$ cat src/rtl/pin_input_cond.sv
// rtl/pin_input_cond.sv - debounced pushbutton/switch conditioning with key auto-repeat

// Per-bit debouncer: a two-flop synchronizer followed by a stable-count filter.
// The *_evt outputs are combinational and fire on the edge where level toggles.
module pin_input_cond_debounce #(
  parameter int DEBOUNCE_CYCLES = 500000,
  parameter bit SYNC_INIT       = 1'b0,
  parameter bit INVERT          = 1'b0
) (
  input  logic clk,
  input  logic rst_n,
  input  logic raw,
  output logic level,
  output logic rise_evt,
  output logic fall_evt
);

  localparam int CW = $clog2(DEBOUNCE_CYCLES + 1);

  // Toggling when the count already holds DEBOUNCE_CYCLES-1 means the level
  // changes on the same edge the count would reach DEBOUNCE_CYCLES.
  localparam logic [CW-1:0] CNT_LAST = CW'(DEBOUNCE_CYCLES - 1);
  localparam logic [CW-1:0] CNT_MAX  = {CW{1'b1}};

  logic [1:0]    sync_q;
  logic [CW-1:0] cnt_q;
  logic          sample;
  logic          differ;
  logic          expire;

  assign sample   = sync_q[1] ^ INVERT;
  assign differ   = (sample != level);
  assign expire   = differ && (cnt_q >= CNT_LAST);
  assign rise_evt = expire && sample;
  assign fall_evt = expire && !sample;

  // Two-flop synchronizer; the reset value is the input's idle state.
  always_ff @(posedge clk or negedge rst_n) begin
    if (!rst_n) begin
      sync_q <= {2{SYNC_INIT}};
    end else begin
      sync_q <= {sync_q[0], raw};
    end
  end

  // Stable-count filter: clear while matching, count while different, saturate.
  always_ff @(posedge clk or negedge rst_n) begin
    if (!rst_n) begin
      cnt_q <= '0;
    end else if (!differ || expire) begin
      cnt_q <= '0;
    end else if (cnt_q != CNT_MAX) begin
      cnt_q <= cnt_q + 1'b1;
    end
  end

  // Debounced level follows the synchronized input once it has been stable.
  always_ff @(posedge clk or negedge rst_n) begin
    if (!rst_n) begin
      level <= 1'b0;
    end else if (expire) begin
      level <= sample;
    end
  end

endmodule

// Per-key auto-repeat engine: IDLE -> DELAY on press, DELAY -> REPEAT after the
// initial delay, periodic pulses in REPEAT, back to IDLE on release.
module pin_input_cond_repeat #(
  parameter int REPEAT_DELAY  = 25000000,
  parameter int REPEAT_PERIOD = 5000000
) (
  input  logic clk,
  input  logic rst_n,
  input  logic press_evt,
  input  logic release_evt,
  output logic repeat_pulse
);

  localparam int RMAX = (REPEAT_DELAY > REPEAT_PERIOD) ? REPEAT_DELAY : REPEAT_PERIOD;
  localparam int RW   = (RMAX > 1) ? $clog2(RMAX) : 1;

  localparam logic [RW-1:0] DELAY_LAST  = RW'(REPEAT_DELAY - 1);
  localparam logic [RW-1:0] PERIOD_LAST = RW'(REPEAT_PERIOD - 1);
  localparam logic [RW-1:0] CNT_MAX     = {RW{1'b1}};

  typedef enum logic [1:0] {
    ST_IDLE,
    ST_DELAY,
    ST_REPEAT
  } rep_state_t;

  rep_state_t    state_q, state_d;
  logic [RW-1:0] cnt_q, cnt_d;
  logic          rep_d;

  // State, counter and registered repeat pulse.
  always_ff @(posedge clk or negedge rst_n) begin
    if (!rst_n) begin
      state_q      <= ST_IDLE;
      cnt_q        <= '0;
      repeat_pulse <= 1'b0;
    end else begin
      state_q      <= state_d;
      cnt_q        <= cnt_d;
      repeat_pulse <= rep_d;
    end
  end

  // Next-state logic; a release always takes priority over a due repeat.
  always_comb begin
    state_d = state_q;
    cnt_d   = cnt_q;
    rep_d   = 1'b0;
    case (state_q)
      ST_IDLE: begin
        cnt_d = '0;
        if (press_evt) begin
          state_d = ST_DELAY;
        end
      end
      ST_DELAY: begin
        if (release_evt) begin
          state_d = ST_IDLE;
          cnt_d   = '0;
        end else if (cnt_q >= DELAY_LAST) begin
          state_d = ST_REPEAT;
          cnt_d   = '0;
          rep_d   = 1'b1;
        end else if (cnt_q != CNT_MAX) begin
          cnt_d = cnt_q + 1'b1;
        end
      end
      ST_REPEAT: begin
        if (release_evt) begin
          state_d = ST_IDLE;
          cnt_d   = '0;
        end else if (cnt_q >= PERIOD_LAST) begin
          cnt_d = '0;
          rep_d = 1'b1;
        end else if (cnt_q != CNT_MAX) begin
          cnt_d = cnt_q + 1'b1;
        end
      end
      default: begin
        state_d = ST_IDLE;
        cnt_d   = '0;
      end
    endcase
  end

endmodule

// Top level: two active-low keys with press/release/repeat and ten switches
// with a combined change strobe.
module pin_input_cond #(
  parameter int DEBOUNCE_CYCLES = 500000,
  parameter int REPEAT_DELAY    = 25000000,
  parameter int REPEAT_PERIOD   = 5000000
) (
  input  logic       max10_clk1_50,
  input  logic       reset_n,
  input  logic [1:0] key,
  input  logic [9:0] sw,
  output logic [1:0] key_level,
  output logic [1:0] key_press,
  output logic [1:0] key_release,
  output logic [1:0] key_repeat,
  output logic [9:0] sw_level,
  output logic       sw_change
);

  logic [1:0] key_rise_evt;
  logic [1:0] key_fall_evt;
  logic [9:0] sw_rise_evt;
  logic [9:0] sw_fall_evt;

  for (genvar k = 0; k < 2; k++) begin : g_key
    // Keys idle high, so the synchronizer resets to 1 and the level is inverted.
    pin_input_cond_debounce #(
      .DEBOUNCE_CYCLES(DEBOUNCE_CYCLES),
      .SYNC_INIT      (1'b1),
      .INVERT         (1'b1)
    ) u_deb (
      .clk     (max10_clk1_50),
      .rst_n   (reset_n),
      .raw     (key[k]),
      .level   (key_level[k]),
      .rise_evt(key_rise_evt[k]),
      .fall_evt(key_fall_evt[k])
    );

    pin_input_cond_repeat #(
      .REPEAT_DELAY (REPEAT_DELAY),
      .REPEAT_PERIOD(REPEAT_PERIOD)
    ) u_rep (
      .clk         (max10_clk1_50),
      .rst_n       (reset_n),
      .press_evt   (key_rise_evt[k]),
      .release_evt (key_fall_evt[k]),
      .repeat_pulse(key_repeat[k])
    );
  end

  for (genvar s = 0; s < 10; s++) begin : g_sw
    pin_input_cond_debounce #(
      .DEBOUNCE_CYCLES(DEBOUNCE_CYCLES),
      .SYNC_INIT      (1'b0),
      .INVERT         (1'b0)
    ) u_deb (
      .clk     (max10_clk1_50),
      .rst_n   (reset_n),
      .raw     (sw[s]),
      .level   (sw_level[s]),
      .rise_evt(sw_rise_evt[s]),
      .fall_evt(sw_fall_evt[s])
    );
  end

  // Edge strobes registered on the same edge the debounced levels change.
  always_ff @(posedge max10_clk1_50 or negedge reset_n) begin
    if (!reset_n) begin
      key_press   <= '0;
      key_release <= '0;
      sw_change   <= 1'b0;
    end else begin
      key_press   <= key_rise_evt;
      key_release <= key_fall_evt;
      sw_change   <= |(sw_rise_evt | sw_fall_evt);
    end
  end

endmodule
$ cat config.mk
export PLATFORM = sky130hd
export DESIGN_NAME = pin_input_cond
export DESIGN_NICKNAME = d
export VERILOG_FILES = /design/src/rtl/pin_input_cond.sv
export SDC_FILE = /design/constraint.sdc
export NUM_CORES = 1
export LEC_CHECK = 0
export CORE_ASPECT_RATIO = 2
export CORE_MARGIN = 3
export CORE_UTILIZATION = 35
export DETAILED_ROUTE_END_ITERATION = 7
export GPL_TIMING_DRIVEN = 0
export HOLD_SLACK_MARGIN = 0.15
export PLACE_DENSITY = 0.51
export SKIP_CTS_REPAIR_TIMING = 1
export SYNTH_ARGS = -nofsm -noshare
export SYNTH_HDL_FRONTEND = slang
export SYNTH_HIERARCHICAL = 1
export SYNTH_SLANG_ARGS = --single-unit
$ cat constraint.sdc
create_clock -name max10_clk1_50 -period 4.65 [get_ports max10_clk1_50]
set_input_delay 0.93 -clock max10_clk1_50 [delete_from_list [all_inputs] [get_ports max10_clk1_50]]
set_output_delay 0.93 -clock max10_clk1_50 [all_outputs]
set_load 0.02 [all_outputs]
== Yosys cells after proc, flatten, opt, wreduce, memory -nomap -nowiden ==
Index checks and enable logic that the tools add are counted.
Cells by class
  add/subtract/negate cells: 14
  multiply operators: 0
  div/mod/pow operators: 0
  magnitude comparators: 16
  eq/ne operators: 36
  shifts and indexed selects: 0
  muxes and demuxes: 56
  bitwise logic cells: 3
  reductions and logical operators: 87
Operators with widths (count)
  19-bit two-way mux: 24
  25-bit two-way mux: 10
  19-bit by 1-bit adder with 19-bit output (second input constant): 12
  19-bit greater-or-equal comparator (second input constant): 12
  19-bit != test (second input constant): 12
  25-bit case mux with 2 select lines: 2
  25-bit by 1-bit adder with 25-bit output (second input constant): 2
  25-bit by 23-bit greater-or-equal comparator with 1-bit output (second input constant): 2
  25-bit greater-or-equal comparator (second input constant): 2
  25-bit != test (second input constant): 2
  1-bit logical AND: 36
  2-bit nonzero test: 12
  1-bit zero test: 22
  2-bit two-way mux: 8
  1-bit logical OR: 12
  1-bit != test: 12
  2-bit case mux with 3 select lines: 2
  10-bit OR: 1
  10-bit OR reduction: 1
  1-bit two-way mux: 8
  2-bit != test (second input constant): 4
  3-bit by 2-bit != test with 1-bit output (second input constant): 2
  3-bit AND reduction: 2
  2-bit by 1-bit equality test with 1-bit output (second input constant): 2
  4 further kinds: 8
Storage, ports and cells
  register bits after elaboration: 325
  bits in latches: 0
  RAM bits: 0
  bits in read-only memories: 0
  input port bits: 14
  output and inout bits: 19
  memories kept: 0

== Longest topological paths before layout ==
  word-level depth: 6
  depth in mapped cells: 12
  depth with buffers taken out: 11

== Hierarchy ==
Netlist, hierarchy kept.
By module, submodules not included
  pin_input_cond_debounce at g_sw[0].u_deb ...: times used 10, cells an instance 130, area each 1239.9 um^2, seq. area each 550.5 um^2
  pin_input_cond_debounce at g_key[0].u_deb ...: times used 2, cells an instance 124, area each 1194.9 um^2, seq. area each 553.0 um^2
  pin_input_cond_repeat at g_key[0].u_rep: times used 1, cells an instance 217, area each 2018.2 um^2, seq. area each 700.7 um^2
  pin_input_cond_repeat at g_key[1].u_rep: times used 1, cells an instance 191, area each 1950.6 um^2, seq. area each 700.7 um^2
  pin_input_cond: times used 1, cells an instance 12, area each 167.7 um^2, seq. area each 125.1 um^2

== Worst setup path before layout ==
Ideal clock, no wire load.
  path kind: register to register
  start point: register g_key[0].u_deb.cnt_q[7]
  end point: register g_key[0].u_rep.cnt_q[19]
  setup time: 73 ps
  data arrival time: 2668 ps
  required time: 4577 ps
  slack: 1908 ps
  cell stages (with the launch flop): 11
  buffers on the path: 2
  period minus slack after synthesis: 2742 ps
  cells stage by stage: dfrtp_1 -> or3_1 -> or3_4 -> o221ai_4 -> nand2_1 -> and3_1 -> nand3b_1 -> or4_1 -> buf_6 -> buf_12 -> a21oi_2
On the way
  longest elaborated chain between the ends: 5
  elaborated cells on any way between the ends: 6
  classes of those cells: order compare: 1; mux: 3; reduce/logical: 2
Ends and longest elaborated chain
  from (decl): line 26  | logic [CW-1:0] cnt_q;
  from (signal assigned): line 53  | cnt_q <= cnt_q + 1'b1;
  19-bit greater-or-equal comparator *: line 33  | assign expire = differ && (cnt_q >= CNT_LAST);
  1-bit logical AND *: line 33
  1-bit logical AND *: line 35  | assign fall_evt = expire && !sample;
  net key_fall_evt[0]: line 175  | logic [1:0] key_fall_evt;
  25-bit two-way mux (on tied branches): line 136, 124
  25-bit case mux with 2 select lines *: line 116  | case (state_q)
  net g_key[0].u_rep.cnt_d[19]: line 95  | logic [RW-1:0] cnt_q, cnt_d;
  to (signal assigned): line 106  | cnt_q <= cnt_d;
  to (decl): line 95
The timed path passes the listed nets; every way through them passes the cells marked *.
A chain may end at the register's enable or synchronous reset.

== Final worst setup path ==
  start point: register g_key[0].u_deb.cnt_q[6]
  end point: register g_key[0].u_rep.cnt_q[1]
The elaborated chain is that of the path after synthesis.

==> flow_summary_export.csv <==
group,metric,value,unit
floorplanning,die_height,335,um
yosys,syn_nets,2002,
detailed_routing,dr.pass1.iters,5,
yosys,synth_seq_cells,325,
worst_setup_path,cp-end-kind,"register",
worst_setup_path,path_buf_inv,1,
clocking,clk_pin_slew,0.06,ns
clocking,htree_levels,2,
worst_setup_path,path_max_fanout,10,
detailed_routing,vias,16500,
timing,clock.fmax,324,MHz
yosys,synth_enable_flop_cells,0,
global_routing,use_met1,18.6,%
detailed_routing,ant_nets,0,
pwr,combinationalPowerShare,3.2,%
clocking,cts_tree,"done",
global_routing,grt_pass1_vias,16900,
status,status,"completed",
timing,finalHoldViolCount,0,
detailed_routing,detail_route.wl_per_cell,18.3,um
global_routing,grt-ovfl-total,0,
yosys,avgSynthCellArea,9.62,um^2
global_routing,grt_pass1_wl,84600,um
detailed_routing,wl,50100,um
global_routing,top_usage_layer,"met2",
yosys,synthFlopType,"dfrtp_1",
pwr,ir_drop,0.000195,V
timing,rsz0062_at_grt,"no",
global_routing,use_met2,34.6,%
final_layout,fill_cells,5310,
worst_setup_path,worstPathRequired,5.11,ns
worst_setup_path,cp_common_cell,"nand2_1",
detailed_routing,avgViaCountPerCell,6.02,
job,maxCapViolations,0,
pwr,pwr-share-seq,47.8,%
yosys,synth_top_family_by_area,"simple AND/OR/NAND/NOR gates",
detailed_routing,drc,0,
worst_setup_path,start_kind,"register",
timing,finalClockSkew,0.00961,ns
pwr,intPower,4700,uW
final_layout,insertedDiodeCount,0,
clocking,clockBufferDepth,3,
pwr,power_frac_clock,49.0,%
timing,maxSlewViolCount,0,
placement,hpwl,36300,um
yosys,post_synth_num_cell_types,82,
timing,hold_slack,0.340,ns
floorplanning,die-area,57100,um^2
placement,port_buffers,32,
global_routing,grt_use_met3,2.45,%
floorplanning,die_x,170,um
floorplanning,start_util,35.4,%
yosys,synthCells,1968,
yosys,ys_warn_count,6,
worst_setup_path,worstPathCellList,"or3_1 > or3_4 > o221ai_4 > nand2_1 > and3_1 > nor2b_1 > nand2_1 > nor2_1 > nand3_1 > buf_2 > a21oi_2",
clocking,insertion_delay,0.53,ns
timing,setup_violations,0,
placement,gp_congestion,0.834,
pwr,p_leak,0.00754,uW
final_layout,areaGrowthSynthToFinish,12.9,%
detailed_routing,drt_iter0_markers,793,
worst_setup_path,critical_path_class,"register to register",
yosys,synthAdderAreaFrac,1.32,%
floorplanning,rows,120,
floorplanning,ioPinCount,33,
global_routing,grtUsageTotal,17.6,%
worst_setup_path,critPathArrivalTime,3.55,ns
worst_setup_path,max_stage_delay,0.42,ns
clocking,cts_root_buffer,"clkbuf_16",
worst_setup_path,slowest_stage,"dfrtp_1",
timing,tightest_slew,1.13,ns
yosys,async_reset_ff_share,100,%
yosys,synthMuxAreaShare,0.965,%
worst_setup_path,crit_family,"simple AND/OR/NAND/NOR gates",
final_layout,most-common-layout-cells,"321 x dfrtp_1, 150 x nand2_1, 123 x a211oi_1",
clocking,cts_buffers,35,
final_layout,layout.nets,2074,
timing,period_share,66.4,%
timing,fin_crit,3.09,ns
pwr,power,6090,uW
timing,slew_headroom,23.9,%
yosys,ys_seq_area_share,43.0,%
pwr,power_density,285,nW/um^2
global_routing,grt_antenna_before_repair,1,
final_layout,layout_commonest_cell,"dfrtp_1",
global_routing,grt_max_degree,101,
yosys,synth_compound_area_share,19.8,%
yosys,netlist_area,18900,um^2
clocking,cts.sinks,325,
final_layout,drive_above_1_share,9.70,%
yosys,yosys.area_share.simple,28.7,%
min_path,hold_class,"input pin to async pin",
final_layout,seqCellArea,8140,um^2
pwr,switching_power,1380,uW
final_layout,multi_input_area,10100,um^2
floorplanning,core_area,53500,um^2
pwr,switching_share,22.7,%
yosys,synth_xor_area_share,2.82,%
## layer usage
layer	share of wire (%)	routed length, um
met4	3.1	1570
met1	38	19100
met3	2.8	1420
met5	0.026	13
met2	56	28000
## final timing paths
check,startpoint,to,slack [ns],cells after the start
max in group asynchronous,reset_n,g_sw[8].u_deb/cnt_q[8],3.42,2
setup reg to reg,g_key[0].u_deb/cnt_q[6],g_key[0].u_rep/cnt_q[1],1.56,11
min in group max10_clk1_50,g_sw[6].u_deb/sync_q[0],g_sw[6].u_deb/sync_q[1],0.35,0
hold / removal,reset_n,g_key[1].u_deb/cnt_q[5],0.34,1
setup / recovery,g_key[0].u_deb/cnt_q[6],g_key[0].u_rep/cnt_q[1],1.56,11
hold reg to reg,g_sw[6].u_deb/sync_q[0],g_sw[6].u_deb/sync_q[1],0.35,0
## state kept, by name, summed over array words and instances (netlist names)
signal,cells
g_key.u_deb/sync_q,4
key_release,2
sw_change,1
key_press,2
g_key.u_deb/level,2
g_sw.u_deb/sync_q,20
g_key.u_rep/cnt_q,50
g_sw.u_deb/level,10
g_key.u_rep/repeat_pulse,2
g_sw.u_deb/cnt_q,190
g_key.u_deb/cnt_q,38
g_key.u_rep/state_q,4
## metrics by stage
step	instance area [um^2]	worst slack (ns)	instances	setup TNS (ns)	utilization, %
final	21400	1.56	2733	0	40.0
after global routing	21400	1.39	2733	0	40.0
after CTS	21400	1.55	2733	0	40.0
after detailed placement	20200	1.57	2674	0	37.7
after global placement	20100	-12.45	2671	-4008.57	37.6
after floorplan	18900	1.91	1968	0	-
## cells in the mapped netlist, drive strengths merged, types with 3 or more instances
| cell type | instances | area (um^2) |
|---|---|---|
| o211ai | 15 | 113 |
| a21oi | 59 | 370 |
| buf | 36 | 275 |
| mux2i | 7 | 70.1 |
| or4 | 98 | 736 |
| clkbuf | 55 | 218 |
| or2 | 15 | 96.3 |
| o31ai | 111 | 847 |
| nor3 | 61 | 317 |
| a311oi | 30 | 263 |
| dfstp | 4 | 105 |
| and2 | 29 | 181 |
| mux2 | 10 | 113 |
| nor4 | 51 | 332 |
| a41oi | 11 | 96.3 |
| inv | 42 | 158 |
| and3 | 42 | 270 |
| nor3b | 4 | 30.0 |
| xnor2 | 45 | 394 |
| and3b | 21 | 184 |
| nor4b | 12 | 105 |
| a31oi | 16 | 100 |
| a22oi | 18 | 195 |
| o21ai | 90 | 450 |
| o211a | 3 | 30.0 |
| ha | 20 | 250 |
| or3 | 66 | 427 |
| dfrtp | 321 | 8030 |
| a2111oi | 11 | 97.6 |
| and4 | 46 | 413 |
| o22ai | 3 | 18.8 |
| xor2 | 16 | 140 |
| nand4 | 87 | 551 |
| a211oi | 125 | 948 |
| nand2b | 12 | 75.1 |
| nand2 | 150 | 563 |
| nand3 | 101 | 688 |
| nor2 | 95 | 357 |
| nand4b | 6 | 67.6 |
| o2111ai | 4 | 35.0 |
## layout make-up
class | count | area share, %
sequential | 325 | 38.1
clock inverter | 12 | 0.784
timing repair buffer | 35 | 1.91
inverter | 42 | 0.738
buffer | 91 | 2.31
tap | 671 | 3.93
clock buffer | 47 | 4.84
multi-input combinational | 1510 | 47.4
## kinds of logic after synthesis
group	Yosys count
and+or+nand+nor	901
AOI/OAI and AO/OA	511
DFF	325
buffers and inverters	133
xor gates and xnor gates	61
adders and majority gates	20
muxes	17
## power by group through the flow
stage / sequential [uW] / combinational, uW / clock, uW
floorplan: 2950 / 87.6 / 0
global placement: 2970 / 188 / 0
detailed placement: 2960 / 201 / 0
CTS: 2910 / 202 / 3120
global route: 2910 / 226 / 3220
finish: 2910 / 193 / 2980
Note: power is estimated with default switching activity, not from simulation.
==> edit 1 (same flow settings) <==
The parameter `INVERT` goes from 1'b1 to 1'b0.
--- a/src/rtl/pin_input_cond.sv
+++ b/src/rtl/pin_input_cond.sv
@@ -181,7 +181,7 @@
     pin_input_cond_debounce #(
       .DEBOUNCE_CYCLES(DEBOUNCE_CYCLES),
       .SYNC_INIT      (1'b1),
-      .INVERT         (1'b1)
+      .INVERT         (1'b0)
     ) u_deb (
       .clk     (max10_clk1_50),
       .rst_n   (reset_n),
Check against the original RTL: same outputs for any inputs over 4 cycles, from zero or initial values and one cycle with reset_n low; that may be too few to reach the edited logic, so the function may still have changed.
==> edit 1 against the original RTL <==
Synthesized cell count grew 0.61%; final area grew 0.41%; via count grew 1.8%; setup slack lost 170 ps; synthesized area grew 0.50%; routed wire length grew 2.3%; highest routed layer is now met4; sequential cell count is the same; power shrank 0.40%; worst hold slack is essentially flat; largest cell class unchanged.
==> edit 1: results <==
set metrics [dict create \
    clock.fmax_ghz 0.307 \
    dr.pass1.iters 6 \
    numCtsBuffers 37 \
    p_leak_uw 0.00733 \
    hpwlAfterDp_um 36600 \
    ys_seq_area_frac 0.428 \
    slowest_stage "or4_1" \
    grt_pass1_wl_um 86500 \
    fin_cells 2752 \
    drive_gt1_frac 0.0966 \
    vias_per_cell 6.08 \
    nets 2088 \
    drtIter0Drc 774 \
    largest-register "g_sw.u_deb/cnt_q" \
    path_clk_slew_ps 70 \
    regToRegStartpoint "g_key[0].u_deb/cnt_q[14]" \
    critical_path.top_delay_family "simple AND/OR/NAND/NOR gates" \
    holdCritPathClass "in2async" \
    finClkSkew_ps 25.6 \
    yosys_warnings 6 \
    path_max_fanout 10 \
    synth_cell_types 77 \
    post_synth_main_area_contributors "dfrtp_1 (42%), a211oi_1 (5.8%), o31ai_1 (5.1%)" \
    cts.path.max_buffers 3 \
    grt_usage 0.179 \
    clock_latency_ps 570 \
    htree_levels 2 \
    status "finished, final reports clean" \
    grt_max_degree 113 \
    synth-async-reset-ratio 1.00 \
    cp.arrival_ps 3740 \
    timing.rr.end "g_key[0].u_rep/cnt_q[1]" \
    routabilityCongestion 0.849 \
    avgSynthCellArea_sq_um 9.61 \
    ys_top_cells_by_count "dfrtp_1 (321), nand2_1 (156), a211oi_1 (147), o31ai_1 (128), or4_1 (116)" \
    grt_antenna_before_repair 0 \
    portBuffers 32 \
    root_buffer "clkbuf_16" \
    fillers 5240 \
    relSlewSlack 0.243 \
    biggestRegsByFlops "g_sw.u_deb/cnt_q (190), g_key.u_rep/cnt_q (50), g_key.u_deb/cnt_q (38)" \
    peakVddDrop_mv 0.248 \
    grt_pass1_vias 17400 \
    drt_wl_total_um 51300 \
    cpPeakStageDelay_ps 560 \
    antenna_cells 0 \
    place_inst 2686 \
    synth_nets 2014 \
    place_ws_ps 1410 \
]
==> edit 1: worst max-delay path by stage <==
stage / start / to
finish: g_key[0].u_deb/cnt_q[14] / g_key[0].u_rep/cnt_q[1]
global route: g_key[0].u_deb/cnt_q[14] / g_key[0].u_rep/cnt_q[21]
CTS: g_key[0].u_deb/cnt_q[14] / g_key[0].u_rep/cnt_q[1]
detailed placement: g_key[0].u_deb/cnt_q[14] / g_key[0].u_rep/cnt_q[1]
global placement: reset_n / g_key[0].u_rep/cnt_q[21]
floorplan: g_key[0].u_deb/cnt_q[14] / g_key[0].u_rep/cnt_q[19]
==> edit 1: cells by family after synthesis <==
kind of cell,after synthesis,synth area share
simple gates,881,0.284
compound gates,549,0.210
flops,325,0.428
buf+inv,149,0.0367
xor+xnor,39,0.0180
fa+ha+maj,20,0.0132
mux,17,0.00974
==> edit 1: layer usage <==
layer / track usage / up-vias / share of wire
met5: 0 / - / 0
met4: 0.0728 / 0 / 0.033
met3: 0.0203 / 103 / 0.022
met2: 0.355 / 220 / 0.57
met1: 0.186 / 8333 / 0.38
li1: - / 8089 / -
==> edit 1: worst register-to-register path, delay by kind of cell, from the launching register on <==
family / cells / cell delay, ps
and+or+nand+nor: 5 / 1730
DFF: 1 / 370
buffers and inverters: 4 / 780
AOI/OAI and AO/OA: 2 / 280
==> edit 1: where the power goes <==
part / internal (uW) / switching (uW) / total [uW] / leakage, uW
logic: 58.7 / 136 / 194 / 0.00229
clock network: 1680 / 1280 / 2960 / 0.000584
registers: 2860 / 47.2 / 2910 / 0.00445
==> edit 1: stage by stage <==
step                hold slack [ps]  utilization  cell area (sq um)
floorplan                       331            -              19000
global placement                333        0.376              20200
detailed placement              335        0.378              20300
CTS                             349        0.400              21500
global route                    362        0.400              21500
finish                          340        0.400              21500
==> edit 1: cell type report <==
| type | count | area [sq um] | area share |
|---|---|---|---|
| tap | 671 | 840 | 0.0391 |
| timing repair buffer | 35 | 408 | 0.0190 |
| multi-input combinational | 1506 | 10200 | 0.475 |
| clock buffer | 49 | 1020 | 0.0476 |
| sequential | 325 | 8140 | 0.379 |
| clock inverter | 17 | 173 | 0.00805 |
| inverter | 48 | 180 | 0.00840 |
| buffer | 101 | 518 | 0.0241 |
==> edit 2 (config.mk and constraints unchanged) <==
Without the edit above. Remove the register `key_release`: a continuous assignment takes its place, so the output `key_release` follows one clock earlier.
--- a/src/rtl/pin_input_cond.sv
+++ b/src/rtl/pin_input_cond.sv
@@ -222,13 +222,13 @@
   always_ff @(posedge max10_clk1_50 or negedge reset_n) begin
     if (!reset_n) begin
       key_press   <= '0;
-      key_release <= '0;
       sw_change   <= 1'b0;
     end else begin
       key_press   <= key_rise_evt;
-      key_release <= key_fall_evt;
       sw_change   <= |(sw_rise_evt | sw_fall_evt);
     end
   end
 
+  assign key_release = key_fall_evt;
+
 endmodule
Function: no difference found for any inputs over 4 cycles, from zero or initial values and one cycle with reset_n low; that may be too few to reach the edited logic, so the function may still have changed.
==> edit 2 against the original RTL <==
Final area shrank 0.73%; global-route usage shrank 0.27 points; power shrank 2.5%; sequential cell count shrank 2; maximum frequency shrank 22%; setup slack lost 850 ps; synthesized area shrank 0.26%; routed wire length shrank 1.3%; largest power group is now registers.
==> edit 2: results <==
set metrics [dict create \
    finClkSkew_ps 24.3 \
    grt_pass1_vias 16400 \
    place_inst 2665 \
    avgSynthCellArea_sq_um 9.60 \
    peakVddDrop_mv 0.221 \
    grt_pass1_wl_um 83400 \
    vias_per_cell 6.00 \
    place_ws_ps 1250 \
    drt_wl_total_um 49400 \
    post_synth_main_area_contributors "dfrtp_1 (42%), a211oi_1 (4.9%), o31ai_1 (4.4%)" \
    grt_usage 0.174 \
    status "finished, final reports clean" \
    critPathKind "reg2out" \
    relSlewSlack 0.249 \
    min_period_ps 3940 \
    fillers 5305 \
    place_area_sq_um 20100 \
    nets 2071 \
    clock_latency_ps 550 \
    drtIter0Drc 773 \
    grt_max_degree 115 \
    cpPeakStageDelay_ps 690 \
    p_leak_uw 0.00747 \
    wl_per_cell_um 18.1 \
    ys_top_cells_by_count "dfrtp_1 (319), nand2_1 (150), a211oi_1 (123), o31ai_1 (110), or4_1 (98)" \
    slowest_stage "clkdlybuf4s50_1" \
    synth_nets 2000 \
    regToRegStartpoint "g_key[0].u_deb/cnt_q[7]" \
    routabilityCongestion 0.836 \
]
==> edit 2: logic make-up after synthesis <==
logic type,after synthesis,synth area share
compound gates,511,0.198
flops,323,0.428
fa+ha+maj,20,0.0133
mux,17,0.00968
simple gates,901,0.288
xor+xnor,61,0.0283
buf+inv,133,0.0345
==> edit 2: power by group <==
part	total (uW)	switching, uW	internal [uW]
clock network	2850	1220	1640
registers	2890	46.2	2850
logic	189	132	57.1
==> edit 2: worst paths after layout <==
kind                                             to  depth (start not counted)
min                         g_sw[0].u_deb/sync_q[1]                          0
max                                  key_release[0]                          6
max reg2reg                g_key[0].u_rep/cnt_q[10]                         10
min reg2reg                 g_sw[0].u_deb/sync_q[1]                          0
min in group asynchronous   g_key[0].u_rep/cnt_q[6]                          1
max in group asynchronous    g_sw[3].u_deb/cnt_q[7]                          2
==> edit 2: layout make-up <==
type	instances	area [sq um]	share of cell area
plain buffers	91	493	0.0232
repair buffers	34	380	0.0179
multi-input cells	1510	10100	0.478
well taps	665	832	0.0392
clock inverters	15	170	0.00802
flip-flops and latches	323	8090	0.381
inverters	42	158	0.00743
clock buffers	44	960	0.0452
==> edit 2: metrics by stage <==
stage | setup TNS (ps) | util | hold WS (ps)
finish | 0 | 0.400 | 347
global route | 0 | 0.400 | 359
CTS | 0 | 0.400 | 349
detailed placement | 0 | 0.379 | 335
global placement | -3968080 | 0.378 | 333
floorplan | 0 | - | 331
==> edit 2: per-layer routing <==
metal | up-vias | global-route usage | share of wire | routed length, um
li1 | 7927 | - | - | -
met1 | 8111 | 0.195 | 0.40 | 19700
met2 | 226 | 0.332 | 0.55 | 27100
met3 | 88 | 0.0205 | 0.025 | 1230
met4 | 0 | 0.0617 | 0.029 | 1410
met5 | - | 0 | 0 | 0
